===== config.mk =====
export PLATFORM = sky130hd
export DESIGN_NAME = decrypt
export DESIGN_NICKNAME = d
export VERILOG_FILES = /design/src/rtl/decrypt.sv
export SDC_FILE = /design/constraint.sdc
export NUM_CORES = 1
export LEC_CHECK = 0
export CAP_MARGIN = 20
export CORE_MARGIN = 10
export CORE_UTILIZATION = 57
export DETAILED_ROUTE_END_ITERATION = 12
export PLACE_DENSITY = 0.8
export RECOVER_POWER = 100
export SYNTH_ARGS = -nofsm -noshare
export SYNTH_HDL_FRONTEND = slang
export SYNTH_SLANG_ARGS = --single-unit

===== constraint.sdc =====
create_clock -name clk -period 3.8 [get_ports clk]
set_input_delay 0.57 -clock clk [delete_from_list [all_inputs] [get_ports clk]]
set_output_delay 0.57 -clock clk [all_outputs]
set_load 0.05 [all_outputs]

===== src/rtl/decrypt.sv =====
// decrypt: LWE decryption engine.
// Streams LITTLE_N (a_i, s_i) pairs, accumulates <a,s> mod q, then takes the
// final "b" element and recovers m = round((b - <a,s>) * p / q) mod p.
// Ports:
//   clk, rst_n          - rising-edge clock, asynchronous active-low reset
//   go                  - start pulse, sampled only in IDLE
//   in_valid/in_ready   - input element handshake
//   in_last             - marks the "b" element
//   ciphertext          - a_i, or b on the last beat
//   secretkey           - s_i paired with a_i (ignored on the b beat)
//   out_valid/out_ready - plaintext handshake
//   plaintext           - recovered message, held stable while out_valid
//   busy                - high whenever not IDLE
//   err                 - one-cycle pulse on a framing error
module decrypt #(
  parameter int PLAINTEXT_WIDTH    = 8,
  parameter int CIPHERTEXT_WIDTH   = 10,
  parameter int CIPHERTEXT_MODULUS = 1024,
  parameter int LITTLE_N           = 2
) (
  input  logic                        clk,
  input  logic                        rst_n,
  input  logic                        go,
  input  logic                        in_valid,
  output logic                        in_ready,
  input  logic                        in_last,
  input  logic [CIPHERTEXT_WIDTH-1:0] ciphertext,
  input  logic [CIPHERTEXT_WIDTH-1:0] secretkey,
  output logic                        out_valid,
  input  logic                        out_ready,
  output logic [PLAINTEXT_WIDTH-1:0]  plaintext,
  output logic                        busy,
  output logic                        err
);

  localparam int W  = CIPHERTEXT_WIDTH;
  localparam int P  = PLAINTEXT_WIDTH;
  localparam int CW = (LITTLE_N > 1) ? $clog2(LITTLE_N) : 1;
  // Rounding offset: half of one plaintext step expressed in Z_q units.
  localparam logic [W:0] HALF = {{W{1'b0}}, 1'b1} << (W - P - 1);

  if (CIPHERTEXT_MODULUS != (1 << CIPHERTEXT_WIDTH)) begin : g_bad_modulus
    $error("decrypt: CIPHERTEXT_MODULUS must equal 2**CIPHERTEXT_WIDTH");
  end
  if (PLAINTEXT_WIDTH > CIPHERTEXT_WIDTH - 1) begin : g_bad_width
    $error("decrypt: PLAINTEXT_WIDTH must be <= CIPHERTEXT_WIDTH-1");
  end

  typedef enum logic [1:0] {
    IDLE  = 2'd0,
    ACCUM = 2'd1,
    FINAL = 2'd2,
    DONE  = 2'd3
  } state_t;

  state_t        state_q, state_d;
  logic [W-1:0]  acc_q, acc_d;
  logic [CW-1:0] cnt_q, cnt_d;
  logic [P-1:0]  pt_q, pt_d;
  logic          err_q, err_d;

  logic [2*W-1:0] prod;
  logic [W-1:0]   diff;
  logic [W:0]     rounded;
  logic           xfer;
  logic           last_a;

  assign in_ready  = (state_q == ACCUM) || (state_q == FINAL);
  assign out_valid = (state_q == DONE);
  assign busy      = (state_q != IDLE);
  assign plaintext = pt_q;
  assign err       = err_q;

  assign xfer    = in_valid && in_ready;
  assign last_a  = (cnt_q == CW'(LITTLE_N - 1));
  assign prod    = ciphertext * secretkey;
  assign diff    = ciphertext - acc_q;
  assign rounded = {1'b0, diff} + HALF;

  always_comb begin
    state_d = state_q;
    acc_d   = acc_q;
    cnt_d   = cnt_q;
    pt_d    = pt_q;
    err_d   = 1'b0;
    unique case (state_q)
      IDLE: begin
        if (go) begin
          state_d = ACCUM;
          acc_d   = '0;
          cnt_d   = '0;
        end
      end
      ACCUM: begin
        if (xfer) begin
          if (in_last) begin
            err_d   = 1'b1;
            state_d = IDLE;
          end else begin
            // Sum over the full product; truncating to W bits is the mod q.
            acc_d = W'(acc_q + prod);
            cnt_d = cnt_q + CW'(1);
            if (last_a) state_d = FINAL;
          end
        end
      end
      FINAL: begin
        if (xfer) begin
          if (in_last) begin
            // Bits above P after the shift are dropped: wrap at p.
            pt_d    = P'(rounded >> (W - P));
            state_d = DONE;
          end else begin
            err_d   = 1'b1;
            state_d = IDLE;
          end
        end
      end
      DONE: begin
        if (out_ready) state_d = IDLE;
      end
      default: state_d = IDLE;
    endcase
  end

  always_ff @(posedge clk or negedge rst_n) begin
    if (!rst_n) begin
      state_q <= IDLE;
      acc_q   <= '0;
      cnt_q   <= '0;
      pt_q    <= '0;
      err_q   <= 1'b0;
    end else begin
      state_q <= state_d;
      acc_q   <= acc_d;
      cnt_q   <= cnt_d;
      pt_q    <= pt_d;
      err_q   <= err_d;
    end
  end

endmodule


# Word level (Yosys, flattened, before mapping)
# Index checks and enable logic that the tools add are counted.
# Widths: inputs -> output; s select.
# word_totals
elab_cells,48
input_bits,26
regBits,22
# op_classes
muxes,21
reduce_logical,8
add_sub_neg,4
eq_ne,9
mul,1
# op_table
cell,n
$mux 10,3
$pmux 10 s2,1
$mux 2,7
$add 10x10->10,1
$add 10x2->10 const B,1
$mul 10x10->10,1
$sub 10x10->10,1
$ne 2x2->1 const B,4
$pmux 2 s4,1
$mux 1,7
$reduce_and 5->1,1
$eq 2x2->1 const B,2
$pmux 1 s2,2
$reduce_and 4->1,1
$reduce_bool 2->1,2
$ne 3x3->1 const B,1
$reduce_and 3->1,1
$eq 2x1->1 const B,1
$logic_not 2->1,1
$ne 2x1->1 const B,1
$add 1x1->1 const B,1
$logic_and 1x1->1,1
$logic_or 1x1->1,1

# Depth between registers and ports, before layout
# depth
word_depth,5
mapped_depth,20
depth_no_buf,19

# Worst setup path before layout
# No wires, ideal clock.
# synth_timing
path_kind,input -> register
startpoint,in secretkey[1]
endpoint,reg acc_q[9]
setup_slack_ps,-844
setup_ps,121
t_required_ps,3679
n_path_buf,1
stages,18
t_arrival_ps,4523
cell_sequence,buf_2 nand2_1 fa_1 inv_1 fa_1 ha_1 fa_1 inv_1 fa_1 inv_1 ha_1 inv_1 nor2_1 a311o_1 a21o_1 a21oi_2 xnor2_1 a22o_1
# synth_between
elab_chain_cells,5
# synth_lines
item,line_no,text
start: declaration,28,"input logic [CIPHERTEXT_WIDTH-1:0] secretkey,"
$mul 10x10->10,76,assign prod = ciphertext * secretkey;
$add 10x10->10,101,acc_d = W'(acc_q + prod);
$mux 10,96,if (in_last) begin
$mux 10,95,if (xfer) begin
$pmux 10 s2,86,unique case (state_q)
end signal: assignment,129,acc_q <= '0;
end signal: assignment,135,acc_q <= acc_d;
end: declaration,57,"logic [W-1:0] acc_q, acc_d;"
# Every way passes these cells. The select of a mux whose other input is x is not followed.
# A chain may end at the register's enable or synchronous reset.

# Worst setup path after layout
# layout_timing
startpoint,in ciphertext[3]
endpoint,reg acc_q[9]
# layout_between
elab_chain_cells,5
# layout_lines
item,line_no,text
start: declaration,27,"input logic [CIPHERTEXT_WIDTH-1:0] ciphertext,"
$mul 10x10->10,76,
$add 10x10->10,101,
$mux 10,96,
$mux 10,95,
$pmux 10 s2,86,
# Every way passes these cells. The select of a mux whose other input is x is not followed.

==> results.yml <==
outcome:
  outcome: "finished, violations left"
  violations: "setup timing"
timing:
  holdWs_ns: 0.4761
  max_freq_ghz: 0.2319
  setup_viol: 4
  slew_violations: 0
  timing.setup.tns_ns: -1.137
  layout_setup_ws_ns: -0.5128
  hold_violations: 0
  rsz0062_at_grt: "yes"
  max_slew_margin_pct: 33.98
  fin_crit_ns: 4.313
  fin_crit_sh_pct: 113.5
  skew_ns: 0.01098
  worstMarginPinSlew_ns: 0.9654
floorplan:
  num_rows: 26
  core-area_sq_mm: 0.005205
  fp.dieH_microns: 93.75
  initial_utilization_pct: 59.57
  die_w_microns: 93.75
  dieArea_sq_mm: 0.008789
  io_pins: 38
clock_tree:
  hold_buffers: 0
  clk_transition_reported_paths_ns: 0.08
  numClockSinks: 22
  clockBufferDepth: 2
  cts_tree: "done"
  root_buffer: "clkbuf_8"
  cts_made_buffers: 3
  worstSkewPairLatency_ns: 0.27
  h-tree-depth: 1
finish:
  area_growth_pct: 30.19
  drive_gt1_share_pct: 22.22
  final_nets: 529
  diodes: 0
detailed_routing:
  via_per_inst: 5.211
  drtIter0Drc: 144
  dr_total_vias: 2569
  drt-total-wl_microns: 7966
  route.detailed.drc: 0
  antenna_left: 0
  wl_per_cell_microns: 16.16
  firstDrtPassIters: 4
power_and_ir_drop:
  swShare_pct: 48.09
  intPower_w: 0.001480
  power_switching_w: 0.001371
  power_frac_comb_pct: 79.5
  powerDensity_mw_per_mm2: 706.2
  clkPwrFrac_pct: 7.8
  power_frac_seq_pct: 12.7
  leakage_nw: 1.997
  peakVddDrop_mv: 0.5728
logic_synthesis:
  ys.flop_type: "dfrtp_1"
  ys_ff_latch: 22
  async_flop_share_pct: 100.0
  synth_edf_count: 0
  synth_top_cells_by_count: "inv_1, nand2_1, ha_1, fa_1, xnor2_1"
  syn_avg_cell_area_sq_um: 8.758
  syn_nets: 459
  ys_seq_area_share_pct: 17.76
  synth_warnings: 0
  synth_top_cell_by_area: "fa_1"
  syn_area_sq_mm: 0.003100
  synth.most_common_cell: "inv_1"
  yosys.cell_types.count: 37
  netlist_instances: 354
  yosys.area.top_type_share_pct: 20.02
  synth.area.top_cells: "fa_1, ha_1, dfrtp_1"
placed_design:
  finalWeightedCongestion: 0.9113
  dp_hpwl_microns: 6467
  preCtsSetupSlack_ns: -1.366
  port_buffers: 37
hold_path:
  min_path_type: "flip-flop to flip-flop"
  min_path_cells: 2
grt:
  antenna_found_initial: 0
  globalRoute.totalOverflow: 0
  grt_pass1_wl_microns: 13460
  grt_pass1_vias: 2834
  grt_max_degree: 23
  grt.total_usage_pct: 18.85
worst_setup_path:
  crit_chain: "buf_8, buf_6, and2_4, fa_1, ha_2, inv_2, fa_1, fa_1, fa_1, inv_2, ha_4, a21oi_2, nor2_1, a311o_1, a21o_1, a21oi_2, xnor2_1, a22o_1"
  critical_path.top_delay_family: "adder cells"
  critical_path_cell_count: 18
  critPathKind: "input pin to flip-flop"
  r2r_cells: 13
  crit_path_end_kind: "flip-flop"
  rrSetupSlack_ns: 0.37
  crit_fanout: 3
  cp.buffers_inverters: 4
  critPathLaunchType: "input pin"
  slowest_delay_ns: 0.53
  required_ns: 3.95
  critPathSlowestCell: "fa_1"
  cpMostUsedCell: "fa_1"
  crit_arrival_ns: 4.47
flow_run:
  maxCapViolCount: 0
-- stage by stage --
stage	cell area [sq um]	utilization (%)	instances	power, W
floorplan	3181	-	354	0.001832
CTS	3993	76.71	491	0.002807
global route	4036	77.55	493	0.003109
global placement	3817	73.34	485	0.002350
detailed placement	3817	73.34	485	0.002429
finish	4036	77.55	493	0.002850
-- cell families after synthesis --
| logic type | count (synthesis) | share of synthesized area (%) |
|---|---|---|
| xor+xnor | 32 | 9.040 |
| flops | 22 | 17.76 |
| compound gates | 43 | 8.838 |
| buf+inv | 75 | 9.322 |
| simple gates | 103 | 15.66 |
| fa+ha+maj | 79 | 39.39 |
-- worst min-delay path: cells and delay by family, from the launching register on --
kind,cells,cell delay [ns]
flops,1,0.34
compound gates,1,0.05
simple gates,1,0.05
-- power groups by stage --
| stage | logic (W) | clock network [W] | registers, W |
|---|---|---|---|
| final | 0.00227 | 0.000223 | 0.000362 |
| after global routing | 0.00250 | 0.000234 | 0.000372 |
| after CTS | 0.00222 | 0.000225 | 0.000364 |
| after detailed placement | 0.00206 | 0 | 0.000369 |
| after global placement | 0.00199 | 0 | 0.000364 |
| after floorplan | 0.00134 | 0 | 0.000491 |
-- registers in the layout, indices dropped and copies added, names as in the netlist --
register / flops
state_q: 2
cnt_q: 1
err: 1
plaintext: 8
acc_q: 10
-- routing by layer --
layer  track usage (%)  part of all wire (%)  vias up
li1                  -                     -     1250
met1             22.89                    41     1231
met2             34.91                    52       78
met3             2.718                   5.5       10
met4             2.405                   1.4        0
met5                 0                     0        -
-- timing repair --
item	CTS	global route
resized for setup	83	24
setup endpoints to repair	6	5
pin swaps	30	33
setup buffers	3	1
-- final cells by class --
type                            count  area [sq um]
Fill cell                         372          1169
Timing Repair Buffer               71         620.6
Clock buffer                        3         41.29
Clock inverter                      1         30.03
Multi-Input combinational cell    257          2447
Inverter                           69         259.0
Tap cell                           70         87.58
Sequential cell                    22         550.5
-- final timing paths --
kind	start	to
setup / recovery	ciphertext[3]	acc_q[9]
max in group asynchronous	rst_n	plaintext[4]
setup reg to reg	acc_q[5]	acc_q[9]
hold / removal	plaintext[3]	plaintext[3]
min in group asynchronous	rst_n	state_q[0]
hold reg to reg	plaintext[3]	plaintext[3]
-- cell usage in the layout (no fill, tap or decap), types with 3 or more instances in the layout --
master,count
ha_2,4
nor2_1,8
clkbuf_2,4
ha_1,36
a21oi_2,3
a31oi_1,3
a22o_1,5
inv_1,59
clkdlybuf4s50_1,8
fa_2,3
ha_4,8
dfrtp_1,22
xor2_1,6
inv_2,10
nand2_1,53
fa_1,28
buf_4,28
nand3_1,4
buf_6,10
nand2_2,6
clkbuf_8,3
a21oi_1,4
xnor2_1,24
dlygate4sd3_1,15
and2_4,3
nand2b_1,5
o21ai_0,16
nor2b_1,4
and2_1,12
Power figures use the tool's default switching activity.
==> variant: new RTL, same settings <==
The parameter `LITTLE_N` goes from 2 to 4.
--- a/src/rtl/decrypt.sv
+++ b/src/rtl/decrypt.sv
@@ -18,3 +18,3 @@
   parameter int CIPHERTEXT_MODULUS = 1024,
-  parameter int LITTLE_N           = 2
+  parameter int LITTLE_N           = 4
 ) (
Formal check against the unedited RTL: not equivalent (a bounded check fails within 10 cycles, from zero or initial values and one cycle with rst_n low).
==> variant against the original RTL <==
  * Critical path type unchanged
  * Utilization grew 0.38 points
  * Largest cell class unchanged
  * Setup slack improved by 0.15 ns
  * Sequential cell count increased by 1
  * Highest routed layer unchanged
  * Clock power fell by 27%
  * Clock skew down 0.0086 ns
  * Total power rose by 4.7%
  * Area after synthesis rose by 1.3%
  * Fmax is 3.7% higher
  * The flow still finishes with violations (setup timing)
  * Wire length shrank 1.5%
  * Design area rose by 1.1%
  * First-iteration DRC count fell by 33%
==> variant: results (changes against the original RTL) <==
| Item | This run | Change |
|---|---|---|
| Largest fanout of any net on the critical path | 4 | +1 |
| Peak supply drop | 567 uV | -1.0% |
| Total Routing Usage GR | 18.9% | about the same |
| Wirelength per Cell | 16.1 um | -0.66% |
| Longest individual stage delay on the worst path | 0.56 ns | +0.03 ns |
| Slack of the critical path | -0.361 ns | +0.152 ns |
| Leak Pwr | 0.00207 uW | +3.6% |
| Met2 Resource Use GR | 35.1% | +0.16 points |
| Multiplexer area fraction after synthesis | 0.677% | +0.68 points |
| Per-instance average area after synthesis | 9.00 um^2 | +2.8% |
| Violations in the final reports | setup timing |  |
| Number of failing setup endpoints in the final timing report | 4 | unchanged |
| Slew of the pin with the lowest slew margin | 0.842 ns | -0.124 ns |
| Xor-xnor portion of the synthesized cell area | 8.88% | -0.16 points |
| Leading cell types by total area after synthesis | fa_1 (20%), ha_1 (20%), dfrtp_1 (18%) |  |
| Total half-perimeter wirelength after legalization and detailed placement | 6280 um | -2.9% |
| Non-clock buffers | 73 | +2.8% |
| Post-cts sizing count | 96 | +16% |
| Wire length of the first global-routing pass | 13600 um | +1.0% |
| Number of nets in the final layout | 526 | -0.57% |
| Number of multi-input combinational cells | 250 | -2.7% |
| Slowest cell on crit path | fa_2 |  |
| Vias in the first global route | 2900 | +2.3% |
| Detail-routed via count per cell | 5.34 | +2.4% |
| Status | finished with violations |  |
-- variant: power breakdown --
| part | internal [uW] | switching, uW |
|---|---|---|
| sequential | 338 | 63.3 |
| clock | 74.3 | 87.7 |
| combinational | 1130 | 1290 |
| total | 1550 | 1440 |
-- variant: per-stage QoR --
stage | setup slack, ns | utilization [%]
2_1_floorplan | -0.328 | -
3_3_place_gp | -1.18 | 74.6
3_5_place_dp | -1.28 | 74.6
4_1_cts | -0.395 | 77.0
5_1_grt | -0.529 | 77.9
6_report | -0.361 | 77.9
-- variant: worst min-delay path by stage --
stage | from | end | slack (ns) | depth (start not counted)
finish | plaintext[2] | plaintext[2] | 0.48 | 2
global route | plaintext[3] | plaintext[3] | 0.52 | 2
CTS | plaintext[2] | plaintext[2] | 0.49 | 2
detailed placement | plaintext[2] | plaintext[2] | 0.47 | 2
global placement | plaintext[5] | plaintext[5] | 0.46 | 2
floorplan | rst_n | acc_q[0] | 0.27 | 0
